### src/rtl/l1_cache.sv
// rtl/l1_cache.sv - direct-mapped write-back write-allocate L1 cache, 8 lines x 32-bit blocks
// Optional hit/miss counters enabled by defining L1_CACHE_STATS_EN.
module l1_cache (
  input  logic        clk,
  input  logic        reset,
  input  logic        cpu_req,
  input  logic        cpu_we,
  input  logic [7:0]  cpu_addr,
  input  logic [7:0]  cpu_din,
  output logic        cpu_ready,
  output logic [7:0]  cpu_dout,
  output logic        mem_request,
  output logic        mem_we,
  output logic [5:0]  mem_addr,
  output logic [31:0] mem_din,
  input  logic        mem_ready,
  input  logic [31:0] mem_dout,
  output logic [15:0] hit_count,
  output logic [15:0] miss_count
);

  typedef enum logic [2:0] {IDLE, COMPARE, WB_REQ, WB_WAIT, AL_REQ, AL_WAIT} state_t;

  state_t      state;
  logic [31:0] data_q [8];
  logic [2:0]  tag_q  [8];
  logic [7:0]  valid_q;
  logic [7:0]  dirty_q;

  logic        op_we;
  logic [7:0]  op_addr;
  logic [7:0]  op_din;

  logic [1:0]  off;
  logic [2:0]  idx;
  logic [2:0]  tg;
  logic        hit;
  logic [7:0]  rd_byte;

  assign off     = op_addr[1:0];
  assign idx     = op_addr[4:2];
  assign tg      = op_addr[7:5];
  assign hit     = valid_q[idx] && (tag_q[idx] == tg);
  assign rd_byte = data_q[idx][{off, 3'b000} +: 8];

  // Data and tag arrays carry no reset; valid bits alone decide their meaning.
  always_ff @(posedge clk) begin
    if (!reset) begin
      if (state == AL_WAIT && mem_ready) begin
        data_q[idx] <= mem_dout;
        tag_q[idx]  <= tg;
      end else if (state == COMPARE && hit && op_we) begin
        data_q[idx][{off, 3'b000} +: 8] <= op_din;
      end
    end
  end

  always_ff @(posedge clk) begin
    if (reset) begin
      state       <= IDLE;
      valid_q     <= '0;
      dirty_q     <= '0;
      cpu_ready   <= 1'b0;
      cpu_dout    <= '0;
      mem_request <= 1'b0;
      mem_we      <= 1'b0;
      mem_addr    <= '0;
      mem_din     <= '0;
      op_we       <= 1'b0;
      op_addr     <= '0;
      op_din      <= '0;
    end else begin
      cpu_ready   <= 1'b0;
      mem_request <= 1'b0;
      mem_we      <= 1'b0;
      case (state)
        IDLE: begin
          if (cpu_req) begin
            op_we   <= cpu_we;
            op_addr <= cpu_addr;
            op_din  <= cpu_din;
            state   <= COMPARE;
          end
        end
        COMPARE: begin
          if (hit) begin
            cpu_ready <= 1'b1;
            state     <= IDLE;
            if (op_we) begin
              dirty_q[idx] <= 1'b1;
              cpu_dout     <= op_din;
            end else begin
              cpu_dout <= rd_byte;
            end
          end else if (valid_q[idx] && dirty_q[idx]) begin
            mem_request <= 1'b1;
            mem_we      <= 1'b1;
            mem_addr    <= {tag_q[idx], idx};
            mem_din     <= data_q[idx];
            state       <= WB_REQ;
          end else begin
            mem_request <= 1'b1;
            mem_addr    <= {tg, idx};
            state       <= AL_REQ;
          end
        end
        WB_REQ: state <= WB_WAIT;
        WB_WAIT: begin
          if (mem_ready) begin
            mem_request <= 1'b1;
            mem_addr    <= {tg, idx};
            state       <= AL_REQ;
          end
        end
        AL_REQ: state <= AL_WAIT;
        AL_WAIT: begin
          if (mem_ready) begin
            valid_q[idx] <= 1'b1;
            dirty_q[idx] <= 1'b0;
            state        <= COMPARE;
          end
        end
        default: state <= IDLE;
      endcase
    end
  end

`ifdef L1_CACHE_STATS_EN
  logic [15:0] hit_q;
  logic [15:0] miss_q;
  logic        refill;

  // refill marks the COMPARE that directly follows a fill, which is not counted.
  always_ff @(posedge clk) begin
    if (reset) begin
      hit_q  <= '0;
      miss_q <= '0;
      refill <= 1'b0;
    end else begin
      refill <= (state == AL_WAIT) && mem_ready;
      if (state == COMPARE && !refill) begin
        if (hit) begin
          if (hit_q != 16'hFFFF) hit_q <= hit_q + 16'd1;
        end else begin
          if (miss_q != 16'hFFFF) miss_q <= miss_q + 16'd1;
        end
      end
    end
  end

  assign hit_count  = hit_q;
  assign miss_count = miss_q;
`else
  assign hit_count  = '0;
  assign miss_count = '0;
`endif

endmodule

### config.mk
export PLATFORM = sky130hd
export DESIGN_NAME = l1_cache
export DESIGN_NICKNAME = d
export VERILOG_FILES = /design/src/rtl/l1_cache.sv
export SDC_FILE = /design/constraint.sdc
export NUM_CORES = 1
export LEC_CHECK = 0
export ABC_CLOCK_PERIOD_IN_PS = 6100
export CAP_MARGIN = 30
export CORE_MARGIN = 4
export CORE_UTILIZATION = 30
export CTS_BUF_LIST = sky130_fd_sc_hd__clkbuf_2 sky130_fd_sc_hd__clkbuf_4 sky130_fd_sc_hd__clkbuf_8
export DETAILED_ROUTE_END_ITERATION = 16
export MAX_ROUTING_LAYER = met4
export PLACE_DENSITY = 0.54
export SLEW_MARGIN = 15
export SYNTH_ARGS = -nofsm -noshare
export SYNTH_HDL_FRONTEND = slang
export SYNTH_SLANG_ARGS = --single-unit
export TNS_END_PERCENT = 20
### constraint.sdc
create_clock -name clk -period 6.1 [get_ports clk]
set_input_delay 1.22 -clock clk [delete_from_list [all_inputs] [get_ports clk]]
set_output_delay 1.22 -clock clk [all_outputs]
set_load 0.01 [all_outputs]
# After elaboration in Yosys (flattened, before gate mapping)
# Memory sizes are Yosys's and may differ from the RTL's. A register that Yosys moved wholly into a read port is not among the register bits.
# Cells that the tools add are included.
# op_classes
n_bitwise	38
n_mul	0
muxes	69
n_reduce_logical	18
n_div	0
shifts	3
magnitude_cmp	2
add_sub_neg	1
n_eq_ne	12
# ops
operator	count
$mux W1	45
$mux W32	1
$mux W8	4
$or A1 B1 Y1	32
$shift A8 B7 Y32 const A	1
$shiftx A32 B6 Y8	1
$shiftx A8 B7 Y32	1
$mux W3	9
$mux W6	3
$pmux W3 S6	1
$or A8 B8 Y8	2
$pmux W8 S2	1
$ne A2 B2 Y1 const B	6
$pmux W6 S2	1
$reduce_and A3 Y1	3
$and A8 B8 Y8	1
$not A8 Y8	1
$neg A5 Y7	1
$bmux W1 S3	2
$eq A3 B2 Y1 const B	2
$eq A3 B3 Y1 const B	2
$logic_and A1 B1 Y1	6
$reduce_and A2 Y1	3
$lt A3 B4 Y1 const B	1
other kinds (11)	13
# word_totals
latchBits	0
input_bits	53
regBits	85
mem_bits_ro	0
n_memories	2
ram_bits	280
# mem_list
memory	words	width	read_ports	rd_ports_with_merged_regs	wr	line	source
data_q	8	32	1	1	1	25	logic [31:0] data_q [8];
tag_q	8	3	1	1	1	26	logic [2:0] tag_q [8];

# Logic depth before layout (Yosys ltp)
# Gate-level depths: netlist of run 1.
# depth
depth_word	10
mapped_depth	10

# Worst setup path before layout of run 1
# No wires, ideal clock.
# synth_path
path_kind	in2reg
startpoint	input port mem_ready
endpoint	memory data_q[0][10] (enable)
arrival_ps	2793
cell_stages	6
slack_ps	2932
path_buffers	1
setup_time_ps	375
cell_sequence	nand3_1 -> nand2_1 -> nor3b_1 -> nand3_4 -> buf_2 -> a21oi_1
# synth_between
elab_chain_cells	5
elab_cells_between_ends	8
classes_between	mux (6); bitwise (1); reduce/logical (1)
# synth_rtl
item	line	source
start, declared	16	input logic mem_ready,
$logic_and A1 B1 Y1 *	49	if (state == AL_WAIT && mem_ready) begin
$mux W1	49	
$mux W1	48	if (!reset) begin
$mux W1 (implied by the code) / $mux W32 (equally long branches)	50, 53	
$or A1 B1 Y1 (no line) *	-	
end, declared	25	
# Every way passes the cells marked *; elsewhere a longest branch is shown, timed or not.

==> flow_metrics.env, run 1 <==
export IMPL_grt_pass1_vias=9054
export IMPL_route_detailed_drc=0
export IMPL_maxCapViolCount=0
export IMPL_slew_headroom_pct=36.5
export IMPL_worst_pin_slew_ns=0.950
export IMPL_path_max_fanout=38
export IMPL_cts_setup_buffers=0
export IMPL_cpPeakStageDelay_ns=0.87
export IMPL_min_path_type="flop to flop"
export IMPL_nFillCells=4795
export IMPL_internal_power_mw=4.11
export IMPL_skew_ns=0.0264
export IMPL_fin_crit_sh_pct=67.7
export IMPL_p_per_area_nw_per_um2=295
export IMPL_holdBufCountCts=0
export IMPL_crit_family="compound AO/OA/AOI/OAI gates"
export IMPL_register_area_um2=10200
export IMPL_synth_main_ff_cell="edfxtp_1"
export IMPL_hold_viol_final=0
export IMPL_setup_tns_ns=0
export IMPL_grt_overflow=0
export IMPL_die_w_um=234
export IMPL_finalCriticalPeriod_ns=4.13
export IMPL_multi_input_area_um2=4660
export IMPL_clk_pin_slew_ns=0.06
export IMPL_vias=9166
export IMPL_fin_hold_ws_ns=0.451
export IMPL_antenna_found_initial=0
export IMPL_syn_to_final_growth_pct=18.7
export IMPL_cp_start_kind="flop"
export IMPL_port_buffer_count=101
export IMPL_finalMaxSlewViolations=0
export IMPL_gp_congestion=0.850
export IMPL_placed_area_um2=16900
export IMPL_nNetsFinal=1202
export IMPL_antenna_cells=0
export IMPL_ant_nets=0
export IMPL_final_util_pct=36.2
export IMPL_start_util_pct=30.5
export IMPL_synth_avg_cell_area_um2=15.0
export IMPL_critPathBufInv=0
export IMPL_syn_cell_area_um2=15400
export IMPL_fp_row_count=82
export IMPL_final_cell_mix="edfxtp_1, clkdlybuf4s50_1, nand2_1, mux2i_1, dfxtp_1"
export IMPL_worstPathRequired_ns=6.35
export IMPL_path_common_cell="a21oi_1"
export IMPL_clockRootBuffer="clkbuf_8"
export IMPL_crit_type="flop to flop"
export IMPL_slowest_stage="o221a_1"
export IMPL_cts_inserted_buffers=61
export IMPL_dp_hpwl_um=29800
export IMPL_power_share_sequential_pct=51.3
export IMPL_power_mw=5.39
export IMPL_viasPerCell=4.91
export IMPL_switching_share_pct=23.7
export IMPL_pwr_share_comb_pct=7.5
export IMPL_worst_slack_ns=1.97
export IMPL_first_pass_iters=5
export IMPL_timing_fmax_mhz=242
export IMPL_stdcell_area_um2=18200
export IMPL_h_tree_depth=2
export IMPL_routed_wl_um=42800
export IMPL_clockBufferDepth=3
export IMPL_netlist_instances=1024
export IMPL_ir_drop_uv=152
export IMPL_cp_arrival_ns=4.38
export IMPL_cts_num_sinks=368
export IMPL_rsz0062_at_grt="no"
export IMPL_die_y_um=234
export IMPL_clk_latency_ns=0.65
export IMPL_track_usage_pct=16.0
export IMPL_synth_edf_count=280
export IMPL_pre_cts_slack_ns=1.64
export IMPL_synth_cell_types=52
export IMPL_yosysSeqAreaShare_pct=66.1
export IMPL_layout_commonest_cell="edfxtp_1"
export IMPL_dieArea_um2=54900
export IMPL_hold_path_startpoint="valid_q[4]"
export IMPL_ios=134
export IMPL_pwr_share_clk_pct=41.2
export IMPL_fp_coreArea_um2=50400
export IMPL_drt_initial_drc_count=699
export IMPL_crit_chain="nor2b_1 -> a22oi_1 -> a21oi_1 -> o221a_1 -> nand3_4 -> a21oi_1"
export IMPL_status="completed"
export IMPL_async_reset_ff_share_pct=0
export IMPL_cts_tree="built"
export IMPL_grt_max_degree=67
export IMPL_leakage_nw=6.07
export IMPL_placed_cells=1751
export IMPL_grt_pass1_wl_um=61900
export IMPL_yosysWarnings=0
export IMPL_cts_resized=0
export IMPL_p_switching_mw=1.28
export IMPL_wl_per_cell_um=22.9
export IMPL_fin_cells=1867
export IMPL_cp_end_kind="flop"
export IMPL_layout_drive_gt1_share_pct=17.8
export IMPL_setup_violations_final=0
export IMPL_synth_seq_cells=368
==> flip-flops by register name (all words and copies together), names as in the netlist, named ones only <==
| signal | cells |
|---|---|
| op_we | 1 |
| state | 3 |
| op_addr | 8 |
| mem_we | 1 |
| cpu_ready | 1 |
| valid_q | 8 |
| cpu_dout | 8 |
| data_q | 256 |
| mem_request | 1 |
| tag_q | 24 |
| mem_din | 32 |
| op_din | 8 |
| mem_addr | 6 |
==> power groups by stage <==
stage	Sequential (mW)	Clock (mW)	Combinational, mW
after floorplan	2.77	0	0.284
after global placement	2.82	0	0.391
after detailed placement	2.82	0	0.397
after CTS	2.77	2.27	0.398
after global routing	2.77	2.39	0.434
final	2.76	2.22	0.402
==> logic make-up (layout without fill, tap and decap cells) <==
logic type               after synthesis  in the layout  share of synthesized area, %
flip-flops                           368            368                          66.1
AND/OR/NAND/NOR                      200            200                          5.88
multiplexers                         166            166                          16.7
AO/OA/AOI/OAI                        147            147                          6.29
buffers and inverters                136            276                          4.43
adder cells (fa/ha/maj)                5              5                         0.407
other                                  1             32                        0.0244
XOR/XNOR                               1              1                         0.106
==> metal layers <==
layer,wire length (µm),GRT usage [%],share of wire [%]
met2,20600,25.1,48
met5,0,-,0
met1,18300,21.2,43
met3,3110,3.73,7.3
met4,812,3.84,1.9
==> layout make-up <==
type / instances / area share (%)
Clock inverter: 29 / 1.10
Tap cell: 672 / 4.61
Timing Repair Buffer: 114 / 6.24
Sequential cell: 368 / 55.8
Multi-Input combinational cell: 551 / 25.5
Clock buffer: 85 / 5.76
Inverter: 48 / 0.988
==> cell usage after synthesis, types with 13 or more instances <==
cell,number,area [µm²]
buf_2,13,65.1
nand2_1,98,368
clkbuf_1,28,105
inv_1,46,173
nor2_1,43,161
mux2i_1,87,871
nor3_1,14,70.1
edfxtp_1,280,8410
mux4_2,72,1620
a21oi_1,66,330
buf_4,39,293
a211oi_1,28,210
dfxtp_1,88,1760
==> worst paths after layout <==
check                                endpoint  slack, ns  cells past startpoint
worst max-delay path            data_q[3][12]       1.97                      6
worst min register to register     valid_q[4]       0.45                      1
worst min-delay path               valid_q[4]       0.45                      1
worst max register to register  data_q[3][12]       1.97                      6
(Power assumes the default switching activity.)
==> run 2, diff against run 1 <==
--- a/config.mk
+++ b/config.mk
@@ -5,7 +5,7 @@
 export SDC_FILE = /design/constraint.sdc
 export NUM_CORES = 1
 export LEC_CHECK = 0
-export ABC_CLOCK_PERIOD_IN_PS = 6100
+export ABC_CLOCK_PERIOD_IN_PS = 4000
 export CAP_MARGIN = 30
 export CORE_MARGIN = 4
 export CORE_UTILIZATION = 30
==> constraint.sdc (replaced) <==
create_clock -name clk -period 4 [get_ports clk]
set_input_delay 0.8 -clock clk [delete_from_list [all_inputs] [get_ports clk]]
set_output_delay 0.8 -clock clk [all_outputs]
set_load 0.01 [all_outputs]
==> run 2 against run 1 <==
Critical path depth is 2 higher. Utilization is 0.67 points higher. Power is 52% higher. Cell area is 1.8% higher.
==> flow_metrics.env, run 2 (same netlist as run 1, synthesis figures left out) <==
export IMPL_cts_inserted_buffers=60
export IMPL_layout_commonest_cell="edfxtp_1"
export IMPL_vias=9206
export IMPL_power_mw=8.20
export IMPL_fin_crit_sh_pct=81.2
export IMPL_finalMaxSlewViolations=0
export IMPL_grt_max_degree=35
export IMPL_slew_headroom_pct=42.3
export IMPL_leakage_nw=6.32
export IMPL_slowest_stage="dfxtp_2"
export IMPL_clk_pin_slew_ns=0.06
export IMPL_layout_drive_gt1_share_pct=21.5
export IMPL_fp_coreArea_um2=50400
export IMPL_grt_overflow=0
export IMPL_finalCriticalPeriod_ns=3.25
export IMPL_route_detailed_drc=0
export IMPL_fp_row_count=82
export IMPL_clockRootBuffer="clkbuf_8"
export IMPL_setup_tns_ns=0
export IMPL_top_register="data_q"
export IMPL_die_y_um=234
export IMPL_nNetsFinal=1251
export IMPL_h_tree_depth=2
export IMPL_clk_latency_ns=0.65
export IMPL_rsz0062_at_grt="no"
export IMPL_dieArea_um2=54900
export IMPL_fin_hold_ws_ns=0.457
export IMPL_worstPathRequired_ns=4.34
export IMPL_cts_setup_buffers=0
export IMPL_antenna_cells=0
export IMPL_dp_hpwl_um=29500
export IMPL_routed_wl_um=42800
export IMPL_holdBufCountCts=0
export IMPL_crit_type="flop to flop"
export IMPL_status="completed"
export IMPL_gp_congestion=0.823
export IMPL_syn_to_final_growth_pct=20.8
export IMPL_critPathBufInv=2
export IMPL_die_w_um=234
export IMPL_grt_pass1_vias=9216
export IMPL_register_area_um2=10200
export IMPL_ir_drop_uv=267
export IMPL_viasPerCell=4.80
export IMPL_multi_input_area_um2=4660
export IMPL_crit_family="multiplexers"
export IMPL_start_util_pct=30.5
export IMPL_cts_resized=0
export IMPL_maxCapViolCount=0
export IMPL_drt_initial_drc_count=721
export IMPL_skew_ns=0.0284
export IMPL_setup_violations_final=0
export IMPL_path_common_cell="buf_4"
export IMPL_hold_viol_final=0
export IMPL_min_path_type="flop to flop"
export IMPL_clockBufferDepth=3
export IMPL_cp_end_kind="flop"
export IMPL_nFillCells=4744
export IMPL_path_max_fanout=16
export IMPL_cp_start_kind="flop"
export IMPL_largest_register_ffs=256
export IMPL_cp_arrival_ns=3.59
export IMPL_final_cell_mix="edfxtp_1, clkdlybuf4s50_1, nand2_1, mux2i_1, dfxtp_1"
export IMPL_timing_fmax_mhz=308
export IMPL_grt_pass1_wl_um=61900
export IMPL_largest_registers="data_q (256), mem_din (32), tag_q (24)"
export IMPL_antenna_found_initial=0
export IMPL_worst_pin_slew_ns=0.860
export IMPL_track_usage_pct=16.0
export IMPL_cts_num_sinks=368
export IMPL_ios=134
export IMPL_p_per_area_nw_per_um2=441
export IMPL_port_buffer_count=101
export IMPL_crit_chain="mux2i_1 -> mux4_2 -> xnor2_2 -> o221a_1 -> buf_4 -> nand3_4 -> a21oi_1 -> buf_4"
export IMPL_first_pass_iters=5
export IMPL_ant_nets=0
export IMPL_cts_tree="built"
export IMPL_wl_per_cell_um=22.3
export IMPL_cpPeakStageDelay_ns=0.59
[run 2: changes by cell type in the layout (fill, tap and decap cells not counted)]
cell / change
buf_4: +55
clkinv_1: -6
clkbuf_4: +4
clkinv_2: +3
buf_2: -2
clkbuf_8: -2
buf_12: -1
buf_16: -1
buf_8: -1
[run 2: per-layer routing]
metal / global-route usage (%) / up-vias / wire length, µm
met4: 4.61 / 0 / 963
met1: 20.5 / 4651 / 18200
met3: 3.16 / 68 / 2820
met5: - / - / 0
met2: 26.0 / 315 / 20800
li1: - / 4172 / -
[run 2: through the flow]
step           cells  util [%]  setup slack [ns]  instance area (µm²)
2_1_floorplan   1055         -              1.23                15500
3_3_place_gp    1803      34.4             0.709                17300
3_5_place_dp    1803      34.4             0.726                17300
4_1_cts         1916      36.9             0.752                18600
5_1_grt         1916      36.9             0.580                18600
6_report        1916      36.9             0.750                18600
[run 2: worst paths after layout]
check        cells past startpoint        start  slack, ns            end
max                              8         flop       0.75  data_q[7][13]
min reg2reg                      2  mem_addr[2]       0.46    mem_addr[2]
max reg2reg                      8         flop       0.75  data_q[7][13]
min                              2  mem_addr[2]       0.46    mem_addr[2]
[run 2: power by group]
group	internal [mW]	leakage, nW	switching (mW)
Combinational	0.256	2.44	0.391
Clock	1.88	0.660	1.49
Sequential	4.13	3.22	0.0538
[run 2: layout make-up]
cell class	instances	share of cell area, %
inverters	48	0.970
clock buffers	87	5.67
clock inverters	26	1.04
well taps	672	4.53
multi-input cells	551	25.1
repair buffers	164	7.96
flip-flops and latches	368	54.8
[run 2: worst register-to-register path, stage by stage, from the launching register on]
cell and delay (ns):
dfxtp_2 0.59, mux2i_1 0.14, mux4_2 0.54, xnor2_2 0.28, o221a_1 0.25, buf_4 0.26
nand3_4 0.28, a21oi_1 0.39, buf_4 0.23
==> run 3, diff against run 2 <==
--- a/config.mk
+++ b/config.mk
@@ -5,7 +5,7 @@
 export SDC_FILE = /design/constraint.sdc
 export NUM_CORES = 1
 export LEC_CHECK = 0
-export ABC_CLOCK_PERIOD_IN_PS = 4000
+export ABC_CLOCK_PERIOD_IN_PS = 3100
 export CAP_MARGIN = 30
 export CORE_MARGIN = 4
 export CORE_UTILIZATION = 30
==> constraint.sdc (replaced) <==
create_clock -name clk -period 3.1 [get_ports clk]
set_input_delay 0.62 -clock clk [delete_from_list [all_inputs] [get_ports clk]]
set_output_delay 0.62 -clock clk [all_outputs]
set_load 0.01 [all_outputs]
==> run 3 against run 2 <==
Power rose by 32%. Count of clock-buffer cells in the layout grew 1. Worst setup slack lost 0.61 ns. Cell area is 2.6% higher. Utilization is 0.96 points higher. Register-to-register slack worse by 0.61 ns. Via count increased by 2.5%.
==> flow_metrics.env, run 3 (same netlist as run 1, synthesis figures left out) <==
export IMPL_hold_depth=2
export IMPL_clk_pin_slew_ns=0.06
export IMPL_cp_end_kind="flop"
export IMPL_die_y_um=234
export IMPL_cp_arrival_ns=3.28
export IMPL_rsz0062_at_grt="yes"
export IMPL_start_util_pct=30.5
export IMPL_worst_slack_ns=0.138
export IMPL_ir_drop_uv=257
export IMPL_track_usage_pct=16.2
export IMPL_routed_wl_um=43500
export IMPL_fp_row_count=82
export IMPL_layout_drive_gt1_share_pct=24.8
export IMPL_wl_per_cell_um=22.1
export IMPL_clockRootBuffer="clkbuf_8"
export IMPL_holdPathEnd="state[0]"
export IMPL_layout_commonest_cell="edfxtp_1"
export IMPL_hold_viol_final=0
export IMPL_worstPathRequired_ns=3.42
export IMPL_h_tree_depth=3
export IMPL_hold_path_startpoint="reset"
export IMPL_cts_setup_buffers=0
export IMPL_die_w_um=234
export IMPL_skew_ns=0.0241
export IMPL_fp_coreArea_um2=50400
export IMPL_cts_inserted_buffers=68
export IMPL_first_pass_iters=5
export IMPL_maxCapViolCount=0
export IMPL_grt_overflow=0
export IMPL_nNetsFinal=1300
export IMPL_path_max_fanout=9
export IMPL_p_per_area_nw_per_um2=569
export IMPL_grt_max_degree=35
export IMPL_drt_initial_drc_count=591
export IMPL_timing_fmax_mhz=338
export IMPL_syn_to_final_growth_pct=24.0
export IMPL_holdBufCountCts=0
export IMPL_final_util_pct=37.8
export IMPL_worst_pin_slew_ns=0.710
export IMPL_stdcell_area_um2=19100
export IMPL_min_path_type="input pin to flop"
export IMPL_setup_violations_final=0
export IMPL_port_buffer_count=101
export IMPL_leakage_nw=6.54
export IMPL_ios=134
export IMPL_largest_register_ffs=256
export IMPL_clk_latency_ns=0.61
export IMPL_reg2reg_depth=7
export IMPL_cts_tree="built"
export IMPL_dp_hpwl_um=30100
export IMPL_antenna_found_initial=1
export IMPL_pre_cts_slack_ns=-0.00812
export IMPL_timing_rr_end="data_q[1][21]"
export IMPL_slew_headroom_pct=52.6
export IMPL_finalCriticalPeriod_ns=2.96
export IMPL_fin_hold_ws_ns=0.391
export IMPL_viasPerCell=4.79
export IMPL_gp_congestion=0.843
export IMPL_placed_area_um2=17700
export IMPL_vias=9434
export IMPL_crit_type="flop to flop"
export IMPL_cp_start_kind="flop"
export IMPL_r2r_setup_slack_ns=0.14
export IMPL_final_cell_mix="edfxtp_1, clkdlybuf4s50_1, buf_4, nand2_1, dfxtp_1"
export IMPL_route_detailed_drc=0
export IMPL_grt_pass1_wl_um=62900
export IMPL_ant_nets=0
export IMPL_top_register="data_q"
export IMPL_largest_registers="data_q (256), mem_din (32), tag_q (24)"
export IMPL_finalMaxSlewViolations=0
export IMPL_status="completed"
export IMPL_rr_startpoint="op_addr[4]"
export IMPL_fin_crit_sh_pct=95.5
export IMPL_setup_tns_ns=0
export IMPL_clockBufferDepth=3
export IMPL_dieArea_um2=54900
export IMPL_grt_pass1_vias=9690
export IMPL_cts_num_sinks=368
run 3: layout make-up:
type | count | area [µm²]
Antenna cell | 1 | 2.50
Clock buffer | 88 | 1100
Clock inverter | 36 | 224
Fill cell | 4781 | 31300
Inverter | 48 | 180
Multi-Input combinational cell | 551 | 4690
Sequential cell | 368 | 10200
Tap cell | 672 | 841
Timing Repair Buffer | 205 | 1850
run 3: worst max path at each step:
stage | slack (ns) | endpoint | cells after the start | startpoint
6_report | 0.14 | data_q[1][21] | 7 | op_addr[4]
5_1_grt | -0.11 | data_q[1][16] | 7 | op_addr[4]
4_1_cts | 0.13 | data_q[6][8] | 8 | flop
3_5_place_dp | -0.008 | data_q[3][21] | 7 | mem_ready
2_1_floorplan | 0.33 | data_q[0][10] | 9 | flop
3_3_place_gp | 0.11 | data_q[0][22] | 7 | mem_ready
run 3: repair_timing:
item                                    4_1_cts  5_1_grt
resized for setup                             0        9
endpoints found under the setup margin        0      120
endpoints found under the hold margin         0        0
run 3: report_power, final:
group / switching, mW / internal, mW
registers: 0.0626 / 5.33
clock network: 2.04 / 2.50
logic: 0.514 / 0.387
run 3: critical path, stage by stage (launching register included):
cell and delay (ns):
dfxtp_1 0.43, and2_1 0.26, a22oi_1 0.23, nand4_1 0.21, buf_4 0.22, nor4_1 0.42
nand2_2 0.36, mux2i_1 0.55
run 3: per-layer routing:
| layer | routed length (µm) | up-vias | global-route usage [%] |
|---|---|---|---|
| met5 | 0 | - | - |
| met2 | 20900 | 311 | 25.9 |
| li1 | - | 4274 | - |
| met1 | 18700 | 4780 | 20.8 |
| met3 | 2680 | 69 | 3.10 |
| met4 | 1130 | 0 | 5.41 |
run 3: stage by stage:
| stage | total power [mW] | instances |
|---|---|---|
| floorplan | 6.01 | 1055 |
| global placement | 6.39 | 1844 |
| detailed placement | 6.40 | 1844 |
| CTS | 11.0 | 1968 |
| global route | 11.3 | 1969 |
| finish | 10.8 | 1969 |
